### config.mk
export PLATFORM = sky130hd
export DESIGN_NAME = fetch_queue
export DESIGN_NICKNAME = d
export VERILOG_FILES = /design/src/rtl/fetch_queue.sv
export SDC_FILE = /design/constraint.sdc
export NUM_CORES = 1
export LEC_CHECK = 0
export CAP_MARGIN = 20
export CORE_MARGIN = 4
export CORE_UTILIZATION = 30
export CTS_CLUSTER_SIZE = 8
export DETAILED_ROUTE_END_ITERATION = 7
export GPL_ROUTABILITY_DRIVEN = 0
export PLACE_DENSITY = 0.49
export SLEW_MARGIN = 10
export SYNTH_ARGS = -nofsm -noshare
export SYNTH_HDL_FRONTEND = slang
export SYNTH_SLANG_ARGS = --single-unit
export TNS_END_PERCENT = 50
### constraint.sdc
create_clock -name clk -period 3.5 [get_ports clk]
set_input_delay 0.7 -clock clk [delete_from_list [all_inputs] [get_ports clk]]
set_output_delay 0.7 -clock clk [all_outputs]
set_load 0.01 [all_outputs]
### src/rtl/fetch_queue.sv
// Instruction fetch front end: owns fetch PC, one outstanding imem request, DEPTH-entry {pc,instr} queue.
// Latency: grant at N, response at N+k, entry on valid_D at N+k+1; no bypass from imem_rdata.
// Backpressure: stall_D holds the head; requests stop while the queue is full; redirect flushes everything.
module fetch_queue #(
    parameter int          DEPTH    = 4,
    parameter logic [31:0] RESET_PC = 32'h0000_0000
) (
    input  logic                     clk,
    input  logic                     reset_F,
    output logic                     imem_req,
    output logic [31:0]              imem_addr,
    input  logic                     imem_gnt,
    input  logic                     imem_rvalid,
    input  logic [31:0]              imem_rdata,
    input  logic                     redirect,
    input  logic [31:0]              redirect_pc,
    input  logic                     stall_D,
    output logic                     valid_D,
    output logic [31:0]              instr_D,
    output logic [31:0]              pc_D,
    output logic [31:0]              pc_plus4_D,
    output logic [$clog2(DEPTH):0]   count
);

    localparam int            AW   = $clog2(DEPTH);
    localparam logic [AW:0]   FULL = (AW+1)'(DEPTH);

    typedef enum logic [1:0] {
        S_IDLE = 2'd0,
        S_WAIT = 2'd1,
        S_DROP = 2'd2
    } state_t;

    state_t          r_state;
    state_t          w_state_nxt;
    logic            r_run;
    logic [31:0]     r_fetch_pc;
    logic [31:0]     r_pc_q;
    logic [AW-1:0]   r_rd_ptr;
    logic [AW-1:0]   r_wr_ptr;
    logic [AW:0]     r_count;
    logic [63:0]     r_mem [DEPTH];

    logic            w_req;
    logic            w_issue;
    logic            w_push;
    logic            w_pop;
    logic            w_valid;
    logic [63:0]     w_head;

    assign w_valid = (r_count != '0);
    assign w_pop   = w_valid & ~stall_D & ~redirect;
    assign w_head  = r_mem[r_rd_ptr];

    // r_run keeps imem_req low while reset is held and for the release cycle.
    always_comb begin
        w_state_nxt = r_state;
        w_issue     = 1'b0;
        w_push      = 1'b0;
        w_req       = r_run & (r_state == S_IDLE) & (r_count < FULL) & ~redirect;
        case (r_state)
            S_IDLE: begin
                if (w_req && imem_gnt) begin
                    w_issue     = 1'b1;
                    w_state_nxt = S_WAIT;
                end
            end
            S_WAIT: begin
                if (imem_rvalid) begin
                    w_push      = ~redirect;
                    w_state_nxt = S_IDLE;
                end else if (redirect) begin
                    w_state_nxt = S_DROP;
                end
            end
            S_DROP: begin
                if (imem_rvalid) begin
                    w_state_nxt = S_IDLE;
                end
            end
            default: w_state_nxt = S_IDLE;
        endcase
    end

    always_ff @(posedge clk or posedge reset_F) begin
        if (reset_F) begin
            r_state    <= S_IDLE;
            r_run      <= 1'b0;
            r_fetch_pc <= RESET_PC;
            r_pc_q     <= '0;
            r_rd_ptr   <= '0;
            r_wr_ptr   <= '0;
            r_count    <= '0;
        end else begin
            r_state <= w_state_nxt;
            r_run   <= 1'b1;
            if (w_issue) begin
                r_pc_q     <= r_fetch_pc;
                r_fetch_pc <= r_fetch_pc + 32'd4;
            end
            if (redirect) begin
                r_fetch_pc <= {redirect_pc[31:2], 2'b00};
                r_rd_ptr   <= '0;
                r_wr_ptr   <= '0;
                r_count    <= '0;
            end else begin
                if (w_push) r_wr_ptr <= r_wr_ptr + AW'(1);
                if (w_pop)  r_rd_ptr <= r_rd_ptr + AW'(1);
                case ({w_push, w_pop})
                    2'b10:   r_count <= r_count + (AW+1)'(1);
                    2'b01:   r_count <= r_count - (AW+1)'(1);
                    default: r_count <= r_count;
                endcase
            end
        end
    end

    // Storage needs no reset: every read is qualified by r_count.
    always_ff @(posedge clk) begin
        if (w_push) begin
            r_mem[r_wr_ptr] <= {r_pc_q, imem_rdata};
        end
    end

    assign imem_req   = w_req;
    assign imem_addr  = r_fetch_pc;
    assign valid_D    = w_valid;
    assign instr_D    = w_valid ? w_head[31:0]            : 32'h0000_0013;
    assign pc_D       = w_valid ? w_head[63:32]           : 32'h0000_0000;
    assign pc_plus4_D = w_valid ? (w_head[63:32] + 32'd4) : 32'h0000_0000;
    assign count      = r_count;

endmodule

# ---- Word-level counts from Yosys, hierarchy flattened
# Memory sizes are Yosys's and may differ from the RTL's.
# Index checks and enable logic that the tools add are counted.
dict set report op_classes {
  n_addsub 6
  n_lt_le_gt_ge 1
  n_eq_ne 7
  mux 22
  n_bitwise 7
  n_reduce_logical 8
}
# cell count
set ops {}
lappend ops {{$mux W32} 5}
lappend ops {{$add A32 B3 Y32 const B} 2}
lappend ops {{$mux W2} 8}
lappend ops {{$mux W1} 6}
lappend ops {{$pmux W2 S3} 1}
lappend ops {{$pmux W3 S2} 1}
lappend ops {{$reduce_bool A2 Y1} 3}
lappend ops {{$reduce_bool A3 Y1} 2}
lappend ops {{$and A1 B1 Y1} 5}
lappend ops {{$add A2 B1 Y2 const B} 2}
lappend ops {{$eq A2 B1 Y1 const B} 2}
lappend ops {{$eq A2 B2 Y1 const B} 2}
lappend ops {{$add A3 B1 Y3 const B} 1}
lappend ops {{$lt A3 B3 Y1 const B} 1}
lappend ops {{$mux W3} 1}
lappend ops {{$ne A3 B3 Y1 const B} 1}
lappend ops {{$reduce_and A3 Y1} 1}
lappend ops {{$sub A3 B1 Y3 const B} 1}
lappend ops {{$logic_not A2 Y1} 1}
lappend ops {{$ne A2 B1 Y1 const B} 1}
lappend ops {{$ne A2 B2 Y1 const B} 1}
lappend ops {{$not A1 Y1} 2}
lappend ops {{$logic_and A1 B1 Y1} 1}
dict set report totals {
  register_bits 74
  mem_bits_rw 256
  in_bits 70
  out_inout_bits 133
  wordCells 59
  mem_count 1
}
# memory words word_bits read_ports rd_ports_with_merged_regs wr line_no
set memory_table {}
lappend memory_table {r_mem 4 64 1 0 1 42} ;# logic [63:0] r_mem [DEPTH];

# ---- Depth between registers and ports, before layout
# Gate-level depths: netlist (run 1).
dict set report depth {
  depth_word 9
  ltp_mapped 9
  mapped_depth_nobuf 7
}

# ---- Worst setup path after synthesis (run 1)
# Ideal clock, no wire load.
dict set report synth_timing {
  path_type {reg2out}
  startpoint {register r_rd_ptr[0]}
  endpoint {output pc_plus4_D[28]}
  arrival_ns 2.386
  required_time_ns 2.800
  path_slack_ns 0.414
  path_stages_with_launch 10
  path_buffers 2
  path_cell_list {dfrtp_1 buf_6 mux4_1 ha_1 nand2_1 o22ai_1 nand4_1 buf_4 nor4_1 mux2_2}
}
dict set report synth_via {
  elab_chain_cells 3
}
# item line_no
set synth_lines {}
lappend synth_lines {{start: declaration} 39} ;# logic [AW-1:0] r_rd_ptr;
lappend synth_lines {{start signal: assignment} 108} ;# if (w_pop) r_rd_ptr <= r_rd_ptr + AW'(1);
lappend synth_lines {{$mem_v2 Z4 W64} -}
lappend synth_lines {{$add A32 B3 Y32} 130} ;# assign pc_plus4_D = w_valid ? (w_head[63:32] + 32'd4) : 32'h0000_0000;
lappend synth_lines {{$mux W32} 130}
lappend synth_lines {{end: declaration} 21} ;# output logic [31:0] pc_plus4_D,
# Every way passes these cells.

# ---- Worst setup path in the final report (run 1)
dict set report layout_timing {
  startpoint {register r_rd_ptr[0]}
  endpoint {output pc_plus4_D[24]}
}
# Same word-level chain as after synthesis.

==> impl_metrics.yaml, run 1 <==
final_layout:
  layout-drive-gt1-share_pct: 24.7
  syn_to_final_growth_pct: 36.4
  post-route-util_pct: 41.5
  antenna_cells: 0
  nFillCells: 4297
  stdcell_count: 1862
  nets: 1315
floorplanning:
  fp.dieW_um: 223
  num_rows: 78
  die_area_um2: 49600
  die_h_um: 223
  initial_core_util_pct: 30.4
  ios: 203
  core_area_um2: 45500
timing:
  finalCriticalPeriod_ns: 3.74
  fmax_mhz: 267
  maxSlewViolCount: 0
  skew_ns: 0.0165
  finalSetupViolations: 35
  maxSlewHeadroom_pct: 29.6
  hold_viol: 0
  tightest_slew_ns: 1.06
  setup_ws_ns: -0.244
  rsz0062_at_grt: "yes"
  period_share_pct: 107
logic_synthesis:
  postSynthCellCount: 940
  synthFlopType: "edfxtp_1"
  synth_top_cell_by_area: "edfxtp_1"
  yosysTopAreaCellShare_pct: 53.9
  synth_area_leaders: "edfxtp_1 (54%), dfrtp_1 (13%), mux4_2 (7.5%)"
  yosysSeqAreaShare_pct: 66.5
  ys_warn_count: 0
  synth_edf_count: 248
  synth_cell_type_count: 60
  synth.ff_latch_count: 318
  async_flop_share_pct: 22.0
  syn_area_per_cell_um2: 14.7
  post_synth_instance_area_um2: 13800
cts:
  cts_buffers: 46
  cts_sinks: 318
  cts_root_buf: "clkbuf_16"
  holdBufCountCts: 0
  h-tree-depth: 2
  clockBufferDepth: 3
  insertion_delay_ns: 0.56
  path_clk_slew_ns: 0.05
  cts_tree: "built"
flow_run:
  drv_cap: 0
placed_design:
  dp_cells: 1750
  post-place-ws_ns: -0.275
  dp_hpwl_um: 22800
  port_buffers: 194
grt:
  gr-max-usage-layer: "met2"
  grtUsageMet2_pct: 22.7
  antenna_found_initial: 0
  grt_pass1_vias: 9349
  grt_max_degree: 63
  use_met3_pct: 3.12
  grt_usage_pct: 14.6
  overflow: 0
  met1_usage_pct: 21.1
  grt_pass1_wl_um: 57000
route:
  first_pass_iters: 5
  drc_errors: 0
  wl_per_cell_um: 19.9
  drt_iter0_markers: 620
  avgViaCountPerCell: 4.80
  vias: 8939
  wirelength_um: 37100
  antenna_left: 0
hold_path:
  hp-class: "reg2reg"
setup_path:
  crit_arrival_ns: 3.04
  cp-start-kind: "register"
  worst-endpoint-required_ns: 2.80
  ff2ff_setup_slack_ns: 0.91
  path_class: "reg2out"
  cp-end-kind: "primary output"
  cp_max_fo: 6
status:
  status: "finished, violations left"
  violations: "setup timing"
power:
  peakVddDrop_mv: 0.359
  p_leak_nw: 6.94
  power.density_nw_per_um2: 539
[final timing paths]
check,endpoint,depth (start not counted),from
hold / removal,r_mem[3][61],0,r_pc_q[29]
setup / recovery,pc_plus4_D[24],9,r_rd_ptr[0]
hold reg to reg,r_mem[3][61],0,r_pc_q[29]
max in group asynchronous,r_pc_q[30],3,reset_F
min in group asynchronous,count[2],2,reset_F
setup reg to reg,count[2],7,count[0]
[worst max-delay path, stage by stage, from the launching register on]
cell	delay [ns]
dfrtp_4	0.55
buf_12	0.16
buf_12	0.12
mux4_2	0.35
nand4_1	0.13
or2_4	0.30
buf_4	0.16
nor4_4	0.29
mux2_4	0.33
buf_6	0.12
[routing by layer]
metal,vias to the layer above,routed length [um]
met4,0,611
met5,-,0
li1,4151,-
met1,4523,17500
met3,45,1750
met2,220,17200
[logic make-up after synthesis]
kind of cell / synth area share [%]
adders and majority gates: 0.688
other: 0.0543
buffers and inverters: 2.73
xor gates and xnor gates: 0.950
and+or+nand+nor: 13.1
DFF: 66.5
muxes: 11.5
AOI/OAI and AO/OA: 4.45
[registers in the layout, indices dropped and copies added (netlist names)]
name / flops
r_mem: 248
imem_addr: 30
r_wr_ptr: 2
r_state: 2
r_pc_q: 30
r_rd_ptr: 2
r_run: 1
count: 3
[power by group]
group / internal [mW] / leakage [nW] / switching (mW)
combinational: 0.855 / 3.18 / 0.757
sequential: 4.31 / 3.12 / 0.244
clock: 2.46 / 0.632 / 1.55
total: 7.63 / 6.94 / 2.55
[cell usage after synthesis, types with 12 or more instances]
cell type and n:
o21ai_0 36, nor2_1 45, mux4_2 46, clkbuf_1 31, nand2_1 139, a21oi_1 21, nand3_1 23, and2_1 68
nand4_1 12, inv_1 15, mux4_1 16, dfrtp_1 70, nor3_1 18, edfxtp_1 248
[cell usage in the layout (no fill, tap or decap), types with 5 or more instances in the layout]
| cell | n |
|---|---|
| o211ai_1 | 6 |
| ha_1 | 5 |
| clkbuf_16 | 48 |
| nand4_1 | 12 |
| conb_1 | 7 |
| clkdlybuf4s50_1 | 159 |
| or3_4 | 6 |
| o21ai_0 | 33 |
| dfrtp_1 | 68 |
| edfxtp_1 | 248 |
| nor4_4 | 6 |
| o311ai_0 | 8 |
| buf_6 | 27 |
| a22oi_1 | 5 |
| inv_1 | 14 |
| nand2_1 | 136 |
| nor2b_1 | 5 |
| nor3_1 | 13 |
| buf_2 | 16 |
| dlymetal6s2s_1 | 7 |
| nand3_1 | 22 |
| a21oi_2 | 9 |
| clkbuf_1 | 20 |
| mux4_2 | 59 |
| and2_1 | 64 |
| buf_12 | 10 |
| xnor2_1 | 10 |
| buf_4 | 71 |
| mux2_4 | 9 |
| a21oi_1 | 11 |
| nor2_1 | 44 |
[stage by stage]
| step | cell area [um2] | hold WS (ns) | power [mW] | setup TNS [ns] |
|---|---|---|---|---|
| 2_1_floorplan | 13800 | 0.468 | 5.26 | 0 |
| 3_3_place_gp | 16800 | 0.495 | 6.09 | -2.20 |
| 3_5_place_dp | 16800 | 0.509 | 6.10 | -2.46 |
| 4_1_cts | 18700 | 0.518 | 10.3 | -7.86 |
| 5_1_grt | 18900 | 0.541 | 10.7 | -10.45 |
| 6_report | 18900 | 0.513 | 10.2 | -4.44 |
[layout make-up]
| type | instances | area [um2] | share of cell area (%) |
|---|---|---|---|
| Timing Repair Buffer | 298 | 2960 | 15.7 |
| Multi-Input combinational cell | 559 | 4590 | 24.3 |
| Inverter | 15 | 56.3 | 0.298 |
| Clock inverter | 4 | 42.5 | 0.225 |
| Sequential cell | 318 | 9200 | 48.8 |
| Tap cell | 600 | 751 | 3.98 |
| Clock buffer | 68 | 1260 | 6.70 |
[timing repair]
| item | 4_1_cts | 5_1_grt |
|---|---|---|
| gates cloned | 4 | 1 |
| endpoints found under the setup margin | 63 | 68 |
| resized for setup | 220 | 35 |
| setup buffers | 30 | 13 |
| pin swaps | 29 | 19 |
Note: power is estimated with default switching activity, not from simulation.
==> run 2, diff against run 1 <==
--- a/config.mk
+++ b/config.mk
@@ -11,8 +11,9 @@
 export CTS_CLUSTER_SIZE = 8
 export DETAILED_ROUTE_END_ITERATION = 7
 export GPL_ROUTABILITY_DRIVEN = 0
+export HOLD_SLACK_MARGIN = 0.03
 export PLACE_DENSITY = 0.49
-export SLEW_MARGIN = 10
+export SLEW_MARGIN = 0
 export SYNTH_ARGS = -nofsm -noshare
 export SYNTH_HDL_FRONTEND = slang
 export SYNTH_SLANG_ARGS = --single-unit
==> results of run 2 <==
No change in the layout: final DEF, timing and power equal those of run 1.
